File: src/rtl/lcd_cmd_engine.sv
// lcd_cmd_engine
//   Hardware HD44780 driver that sits behind the CPU's memory-mapped LCD
//   register. It runs the power-on wait and init sequence on its own, then
//   turns every REQ toggle into one timed write cycle (setup, EN pulse, hold,
//   execution wait). One further request can wait in a pending slot; any
//   request beyond that is dropped and flagged as overflow.
//
// Ports
//   i_clk         system clock, rising edge
//   i_rst_n       asynchronous active-low reset
//   i_lcd_reg     LSU register: [31] ON, [30] REQ toggle, [29] OVF_CLR,
//                 [9] RS, [7:0] DATA
//   o_lcd_status  [0] busy, [1] pending, [2] init_done, [3] overflow,
//                 [15:8] done_cnt, all other bits 0
//   o_lcd_on      i_lcd_reg[31] delayed by one cycle
//   o_lcd_en      LCD enable strobe
//   o_lcd_rs      LCD register select
//   o_lcd_rw      tied 0, the controller only writes
//   o_lcd_data    LCD data bus
module lcd_cmd_engine #(
  parameter int unsigned T_POR       = 750000,
  parameter int unsigned T_SETUP     = 4,
  parameter int unsigned T_PULSE     = 25,
  parameter int unsigned T_HOLD      = 4,
  parameter int unsigned T_EXEC      = 2500,
  parameter int unsigned T_EXEC_LONG = 100000
) (
  input  logic        i_clk,
  input  logic        i_rst_n,
  input  logic [31:0] i_lcd_reg,
  output logic [31:0] o_lcd_status,
  output logic        o_lcd_on,
  output logic        o_lcd_en,
  output logic        o_lcd_rs,
  output logic        o_lcd_rw,
  output logic [7:0]  o_lcd_data
);

  function automatic int unsigned max_u(input int unsigned a, input int unsigned b);
    return (a > b) ? a : b;
  endfunction

  localparam int unsigned T_MAX = max_u(max_u(max_u(T_POR, T_SETUP), max_u(T_PULSE, T_HOLD)),
                                        max_u(T_EXEC, T_EXEC_LONG));
  localparam int unsigned TW    = $clog2(T_MAX + 1);

  typedef enum logic [2:0] {
    POR_WAIT,
    IDLE,
    SETUP,
    PULSE,
    HOLD,
    EXEC
  } state_t;

  function automatic logic [7:0] init_cmd(input logic [1:0] idx);
    case (idx)
      2'd0:    return 8'h38;
      2'd1:    return 8'h0C;
      2'd2:    return 8'h01;
      default: return 8'h06;
    endcase
  endfunction

  state_t          state_q, state_d;
  logic [TW-1:0]   timer_q, timer_d, timer_lim;
  logic [1:0]      init_idx_q, init_idx_d;
  logic            init_done_q, init_done_d;
  logic            tog_q;
  logic            pend_valid_q, pend_valid_d;
  logic            pend_rs_q, pend_rs_d;
  logic [7:0]      pend_data_q, pend_data_d;
  logic            ovf_q, ovf_d;
  logic [7:0]      done_cnt_q, done_cnt_d;
  logic            cmd_rs_q, cmd_rs_d;
  logic [7:0]      cmd_data_q, cmd_data_d;
  logic            en_q;
  logic            on_q;
  logic            busy_q;

  logic            evt;
  logic            evt_taken;
  logic            slot_free;
  logic            ovf_set;
  logic            timer_done;
  logic            long_cmd;

  logic            unused_bits;
  assign unused_bits = ^{i_lcd_reg[28:10], i_lcd_reg[8]};

  assign evt      = i_lcd_reg[30] ^ tog_q;
  assign long_cmd = !cmd_rs_q && (cmd_data_q == 8'h01 || cmd_data_q == 8'h02 ||
                                  cmd_data_q == 8'h03);

  // The per-state timer counts up from 0 after entry and expires on the
  // state's last cycle, so a state lasts exactly its T_* cycles and the
  // reset value 0 is already the correct start of the power-on wait.
  always_comb begin
    timer_lim = '0;
    case (state_q)
      POR_WAIT: timer_lim = TW'(T_POR - 1);
      SETUP:    timer_lim = TW'(T_SETUP - 1);
      PULSE:    timer_lim = TW'(T_PULSE - 1);
      HOLD:     timer_lim = TW'(T_HOLD - 1);
      EXEC:     timer_lim = long_cmd ? TW'(T_EXEC_LONG - 1) : TW'(T_EXEC - 1);
      default:  timer_lim = '0;
    endcase
  end

  assign timer_done = (timer_q == timer_lim);

  always_comb begin
    state_d      = state_q;
    init_idx_d   = init_idx_q;
    init_done_d  = init_done_q;
    pend_valid_d = pend_valid_q;
    pend_rs_d    = pend_rs_q;
    pend_data_d  = pend_data_q;
    done_cnt_d   = done_cnt_q;
    cmd_rs_d     = cmd_rs_q;
    cmd_data_d   = cmd_data_q;
    evt_taken    = 1'b0;
    slot_free    = !pend_valid_q;
    ovf_set      = 1'b0;

    case (state_q)
      POR_WAIT: begin
        if (timer_done) begin
          state_d    = SETUP;
          cmd_rs_d   = 1'b0;
          cmd_data_d = init_cmd(2'd0);
        end
      end
      IDLE: begin
        if (evt) begin
          state_d    = SETUP;
          cmd_rs_d   = i_lcd_reg[9];
          cmd_data_d = i_lcd_reg[7:0];
          evt_taken  = 1'b1;
        end
      end
      SETUP: if (timer_done) state_d = PULSE;
      PULSE: if (timer_done) state_d = HOLD;
      HOLD:  if (timer_done) state_d = EXEC;
      EXEC: begin
        if (timer_done) begin
          if (!init_done_q && init_idx_q != 2'd3) begin
            state_d    = SETUP;
            init_idx_d = init_idx_q + 2'd1;
            cmd_rs_d   = 1'b0;
            cmd_data_d = init_cmd(init_idx_q + 2'd1);
          end else begin
            if (init_done_q) done_cnt_d = done_cnt_q + 8'd1;
            init_done_d = 1'b1;
            // Chain straight into the next command with no idle cycle.
            if (pend_valid_q) begin
              state_d      = SETUP;
              cmd_rs_d     = pend_rs_q;
              cmd_data_d   = pend_data_q;
              pend_valid_d = 1'b0;
              slot_free    = 1'b1;
            end else if (evt) begin
              state_d    = SETUP;
              cmd_rs_d   = i_lcd_reg[9];
              cmd_data_d = i_lcd_reg[7:0];
              evt_taken  = 1'b1;
            end else begin
              state_d = IDLE;
            end
          end
        end
      end
      default: state_d = POR_WAIT;
    endcase

    if (evt && !evt_taken) begin
      if (slot_free) begin
        pend_valid_d = 1'b1;
        pend_rs_d    = i_lcd_reg[9];
        pend_data_d  = i_lcd_reg[7:0];
      end else begin
        ovf_set = 1'b1;
      end
    end

    // A drop in the same cycle as OVF_CLR keeps overflow set.
    ovf_d = ovf_set ? 1'b1 : (i_lcd_reg[29] ? 1'b0 : ovf_q);

    timer_d = (state_d != state_q || state_q == IDLE) ? '0 : timer_q + TW'(1);
  end

  always_ff @(posedge i_clk or negedge i_rst_n) begin
    if (!i_rst_n) begin
      state_q      <= POR_WAIT;
      timer_q      <= '0;
      init_idx_q   <= '0;
      init_done_q  <= 1'b0;
      tog_q        <= 1'b0;
      pend_valid_q <= 1'b0;
      pend_rs_q    <= 1'b0;
      pend_data_q  <= '0;
      ovf_q        <= 1'b0;
      done_cnt_q   <= '0;
      cmd_rs_q     <= 1'b0;
      cmd_data_q   <= '0;
      en_q         <= 1'b0;
      on_q         <= 1'b0;
      busy_q       <= 1'b0;
    end else begin
      state_q      <= state_d;
      timer_q      <= timer_d;
      init_idx_q   <= init_idx_d;
      init_done_q  <= init_done_d;
      tog_q        <= i_lcd_reg[30];
      pend_valid_q <= pend_valid_d;
      pend_rs_q    <= pend_rs_d;
      pend_data_q  <= pend_data_d;
      ovf_q        <= ovf_d;
      done_cnt_q   <= done_cnt_d;
      cmd_rs_q     <= cmd_rs_d;
      cmd_data_q   <= cmd_data_d;
      en_q         <= (state_d == PULSE);
      on_q         <= i_lcd_reg[31];
      busy_q       <= (state_d != IDLE);
    end
  end

  assign o_lcd_status = {16'h0000, done_cnt_q, 4'h0, ovf_q, init_done_q, pend_valid_q, busy_q};
  assign o_lcd_on     = on_q;
  assign o_lcd_en     = en_q;
  assign o_lcd_rs     = cmd_rs_q;
  assign o_lcd_rw     = 1'b0;
  assign o_lcd_data   = cmd_data_q;

endmodule
File: config.mk
export PLATFORM = sky130hd
export DESIGN_NAME = lcd_cmd_engine
export DESIGN_NICKNAME = d
export VERILOG_FILES = /design/src/rtl/lcd_cmd_engine.sv
export SDC_FILE = /design/constraint.sdc
export NUM_CORES = 1
export LEC_CHECK = 0
export CORE_UTILIZATION = 45
export CTS_BUF_LIST = sky130_fd_sc_hd__clkbuf_8
export DETAILED_ROUTE_END_ITERATION = 10
export PLACE_DENSITY = 0.81
export SLEW_MARGIN = 25
export SYNTH_ARGS = -nofsm -noshare
export SYNTH_HDL_FRONTEND = slang
export SYNTH_SLANG_ARGS = --single-unit
File: constraint.sdc
create_clock -name i_clk -period 7.7 [get_ports i_clk]
set_input_delay 1.54 -clock i_clk [delete_from_list [all_inputs] [get_ports i_clk]]
set_output_delay 1.54 -clock i_clk [all_outputs]
set_load 0.02 [all_outputs]
Word level (Yosys, flattened, before mapping)
Index checks and enable logic that the tools add are counted.
Word-level totals
  bits in registers: 58
  bits of input ports: 34
  output and inout port bits: 44
  logic and storage cells: 101
Operators by class
  add/subtract/negate cells: 3
  eq/ne operators: 17
  multiplexer cells: 44
  bitwise gates (word level): 2
  reduce and logical (&&, ||, !) cells: 20
Operators by type and width (count)
  $pmux W20 S4: 1
  $mux W8: 5
  $pmux W8 S3: 1
  $mux W1: 22
  $add A20 B1 Y20 const B: 1
  $eq A20 B20 Y1: 1
  $mux W20: 1
  $mux W3: 6
  $pmux W3 S6: 1
  $pmux W6 S3: 1
  $mux W17: 1
  $eq A8 B2 Y1 const B: 2
  $eq A3 B2 Y1 const B: 3
  $reduce_and A3 Y1: 3
  $add A8 B1 Y8 const B: 1
  $eq A8 B1 Y1 const B: 1
  $eq A3 B3 Y1 const B: 2
  $mux W2: 3
  $ne A2 B2 Y1 const B: 3
  $logic_not A1 Y1: 4
  $reduce_and A4 Y1: 1
  $eq A3 B1 Y1 const B: 1
  $logic_and A1 B1 Y1: 3
  $logic_not A3 Y1: 1
  other kinds (15): 17

Longest topological paths before layout
  depth after elaboration: 13
  gate-level depth with buffers: 10
  depth with buffers taken out: 8

Worst setup path after synthesis
Ideal clock, no wire load.
  kind: flip-flop to flip-flop
  from: register cmd_data_q[6], in the netlist o_lcd_data[6]
  to: register cmd_data_q[7], in the netlist o_lcd_data[7]
  setup time: 0.125 ns
  data arrival time: 3.082 ns
  setup slack: 4.493 ns
  stages on the path, launching flop included: 9
  path buffers: 1
  clock period less this slack: 3.207 ns
  cells stage by stage: dfrtp_1 -> or4_4 -> nor4_1 -> mux2i_1 -> o211ai_1 -> o41ai_4 -> nor2b_1 -> buf_2 -> mux2_2
On the way
  longest elaborated chain between the ends: 9
RTL lines
  start, declared: line 76  | logic [7:0] cmd_data_q, cmd_data_d;
  start signal, assigned: line 221  | cmd_data_q <= cmd_data_d;
  $eq A8 B1 Y1 / $eq A8 B2 Y1 (equally long branches): line 92  | assign long_cmd = !cmd_rs_q && (cmd_data_q == 8'h01 || cmd_data_q == 8'h02 ||
  $logic_or A1 B1 Y1: line 92
  $logic_or A1 B1 Y1 *: line 92
  $logic_and A1 B1 Y1 *: line 92
  $mux W17 *: line 105  | EXEC: timer_lim = long_cmd ? TW'(T_EXEC_LONG - 1) : TW'(T_EXEC - 1);
  $pmux W20 S4 *: line 100  | case (state_q)
  $eq A20 B20 Y1 *: line 110  | assign timer_done = (timer_q == timer_lim);
  $ne A2 B2 Y1 (no source line)
  $reduce_and A3 Y1 (no source line) *
Every way passes the cells marked *; elsewhere a longest branch is shown, timed or not.
A chain may end at the register's enable or synchronous reset.

Worst setup path after layout
  from: register state_q[2]
  to: register cmd_data_q[7], in the netlist o_lcd_data[7]
On the way
  longest elaborated chain between the ends: 6
RTL lines
  start, declared: line 65  | state_t state_q, state_d;
  start signal, assigned: line 210  | state_q <= state_d;
  $eq A3 B3 Y1 / $eq A3 B2 Y1 (equally long branches): line 100
  $reduce_or A2 Y1 (no source line)
  $pmux W20 S4: line 100
  $eq A20 B20 Y1: line 110
  $ne A2 B2 Y1 (no source line)
  $reduce_and A3 Y1 (no source line)
Several ways; a longest one is shown, not always the timed one.

==> flow_metrics.env <==
export IMPL_status="complete, no violations"
export IMPL_peakVddDrop_uv=78.14
export IMPL_cp_data_required_time_ps=7920
export IMPL_grt_pass1_wl_microns=12360
export IMPL_netlist_top_cells_area="dfrtp_1, xnor2_1, nor2_1, buf_4, mux2_4"
export IMPL_p_per_area_nw_per_um2=161.6
export IMPL_fin_ws_ps=3822
export IMPL_crit_path_start="state_q[2]"
export IMPL_clock_latency_ps=340
export IMPL_hpwl_microns=4905
export IMPL_grt_pass1_vias=2639
export IMPL_first_iter_violations=235
export IMPL_grt_max_degree=59
export IMPL_maxCapViolCount=0
export IMPL_route_met3_wl_microns=356
export IMPL_period_minus_slack_ps=3878
export IMPL_row_count=31
export IMPL_top_layer="met4"
export IMPL_fin_total_pwr_mw=0.6478
export IMPL_fill_cells=650
export IMPL_antennaDiodeCount=0
export IMPL_setup_viol=0
export IMPL_clkSinkCount=58
export IMPL_yosysTopAreaCell="dfrtp_1"
export IMPL_clock_tree_root_cell="clkbuf_8"
export IMPL_antenna_found_initial=0
export IMPL_io_pins=78
export IMPL_dieArea_sq_um=8205
export IMPL_ctsHoldBuffers=0
export IMPL_drc=0
export IMPL_synth_xor_area_share_pct=7.938
export IMPL_dp_cells=487
export IMPL_yosysWarningCount=0
export IMPL_reg2reg_depth=7
export IMPL_syn_inst=374
export IMPL_r2r_slack_ps=3820
export IMPL_drtPass1Iterations=5
export IMPL_hold_path_class="reg -> reg"
export IMPL_fmax_ghz=0.2579
export IMPL_synth_top_area_share_pct=41.11
export IMPL_timing_setup_critical_path_class="reg -> reg"
export IMPL_synth_area_sq_um=3531
export IMPL_core_area_sq_um=7408
export IMPL_synth_top_family_by_area="simple AND/OR/NAND/NOR gates"
export IMPL_synth_fa_ha_area_share_pct=2.481
export IMPL_wl_met2_microns=3363
export IMPL_async_flop_share_pct=100.0
export IMPL_cts_reportedPaths_clkPinSlew_ps=60
export IMPL_r2r_end="o_lcd_data[7]"
export IMPL_die_w_microns=90.58
export IMPL_hold_viol_final=0
export IMPL_yosys_register_bits=58
export IMPL_post_cts_setup_buffer_count=0
export IMPL_gr_total_overflow=0
export IMPL_cp_start_kind="register"
export IMPL_vias=2759
export IMPL_rsz0062_at_grt="no"
export IMPL_endpoint_kind="register"
export IMPL_area_growth_pct=13.54
export IMPL_numCtsBuffers=9
export IMPL_initial_utilization_pct=47.66
export IMPL_yosys_mux_area_fraction_pct=6.237
export IMPL_cts_htree_levels=3
export IMPL_synthFlopType="dfrtp_1"
export IMPL_setup_tns_ps=0
export IMPL_slew_headroom_pct=46.61
export IMPL_post_cts_resize_count=0
export IMPL_cts_tree="built"
export IMPL_final_layout_size_suffix_gt1_share_pct=10.64
export IMPL_drv_slew=0
export IMPL_hold_ws_ps=473.8
export IMPL_cp_max_fo=26
export IMPL_die_h_microns=90.58
export IMPL_worst_slew_pin_slew_ps=800.9
export IMPL_fin_crit_sh_pct=50.36
export IMPL_place_gp_congestion=0.8109
export IMPL_cts_max_path_buffers=2
export IMPL_leakage_nw=1.775
export IMPL_worstPathArrival_ps=4100
export IMPL_fin_cells=503
export IMPL_pre_cts_slack_ps=3611
export IMPL_vias_per_cell=5.485
export IMPL_clock_skew_final_ps=9.756
export IMPL_yosysSeqAreaShare_pct=41.11
export IMPL_nets=440
export IMPL_reg2reg_from="state_q[2]"
export IMPL_synth_avg_cell_area_sq_um=9.441
export IMPL_grtUsageTotal_pct=18.93
export IMPL_drtAntennaViolNets=0
export IMPL_drt_total_wl_microns=7349
export IMPL_avgRoutedWirePerCell_microns=14.61
export IMPL_ys_types=57
export IMPL_crit_end="o_lcd_data[7]"
export IMPL_synth_enable_flop_cells=0
export IMPL_port_buffers=36
export IMPL_met1Wirelength_microns=3464
export IMPL_yosys_area_share_simple_pct=20.02
export IMPL_synth_compound_area_share_pct=12.69
where the power goes:
| group | internal [mW] | switching, mW |
|---|---|---|
| combinational | 0.0183 | 0.0247 |
| clock | 0.165 | 0.122 |
| sequential | 0.312 | 0.00474 |
worst min path at each step:
stage / from / end / cells past startpoint
after floorplan: pend_data_q[0] / pend_data_q[0] / 1
after global placement: done_cnt_q[7] / done_cnt_q[7] / 1
after detailed placement: done_cnt_q[7] / done_cnt_q[7] / 1
after CTS: done_cnt_q[7] / done_cnt_q[7] / 1
after global routing: done_cnt_q[7] / done_cnt_q[7] / 1
final: done_cnt_q[7] / done_cnt_q[7] / 1
per-layer routing:
| layer | vias up | GRT usage, % |
|---|---|---|
| li1 | 1314 | - |
| met1 | 1319 | 25.22 |
| met2 | 112 | 29.17 |
| met3 | 14 | 4.040 |
| met4 | 0 | 9.274 |
| met5 | - | 0 |
cell usage after synthesis, types with 8 or more instances:
master and n:
dfrtp_1 58, nor2_1 53, nand2_1 26, buf_4 25, xnor2_1 24, a21oi_1 17, o21ai_0 15, nand3_1 14
nand4_1 11, clkbuf_1 10, inv_1 10, mux2_4 9, xor2_1 8
final cells by class:
class	instances	area, sq um	area share (%)
flip-flops and latches	58	1451	36.20
inverters	10	37.54	0.9363
clock buffers	11	151.4	3.777
clock inverters	5	53.80	1.342
repair buffers	37	362.8	9.051
well taps	99	123.9	3.090
multi-input cells	283	1828	45.60
sequential cells by signal, summed over array words and instances, names as in the netlist:
signal / count
timer_q: 20
done_cnt_q: 8
o_lcd_data: 8
pend_data_q: 8
state_q: 3
init_idx_q: 2
busy_q: 1
init_done_q: 1
o_lcd_en: 1
o_lcd_on: 1
o_lcd_rs: 1
ovf_q: 1
pend_rs_q: 1
pend_valid_q: 1
tog_q: 1
kinds of logic after synthesis:
logic type | Yosys count
other | 1
buffers and inverters | 53
AND/OR/NAND/NOR | 142
multiplexers | 17
XOR/XNOR | 32
AO/OA/AOI/OAI | 64
flip-flops | 58
adder cells (fa/ha/maj) | 7
stage by stage:
step / area [sq um] / utilization [%]
after global routing: 4009 / 54.11
after detailed placement: 3797 / 51.26
after CTS: 4003 / 54.03
after global placement: 3797 / 51.26
final: 4009 / 54.11
after floorplan: 3606 / -
critical path: stages, from the launching register on:
cell      delay, ps
dfrtp_1         860
nand3b_1        230
nor4_1          520
mux2i_1         300
o211ai_1        290
o41ai_4         610
nor2b_1         550
mux2_2          400
layout by cell type, fill, tap and decap left out, drive strengths merged, types with 3 or more instances in the layout:
cell and n:
nand2 26, mux2 13, or3 3, nand3 14, a22o 4, and3 6, a21oi 17, clkbuf 11
nand3b 3, ha 7, inv 11, a31oi 6, xor2 8, clkdlybuf4s50 35, dfrtp 58, o211ai 3
mux2i 4, nor2 53, o21ai 15, nor2b 4, nor3 6, conb 21, o311ai 3, xnor2 24
nand4 11, nor3b 3
Power figures use the tool's default switching activity.
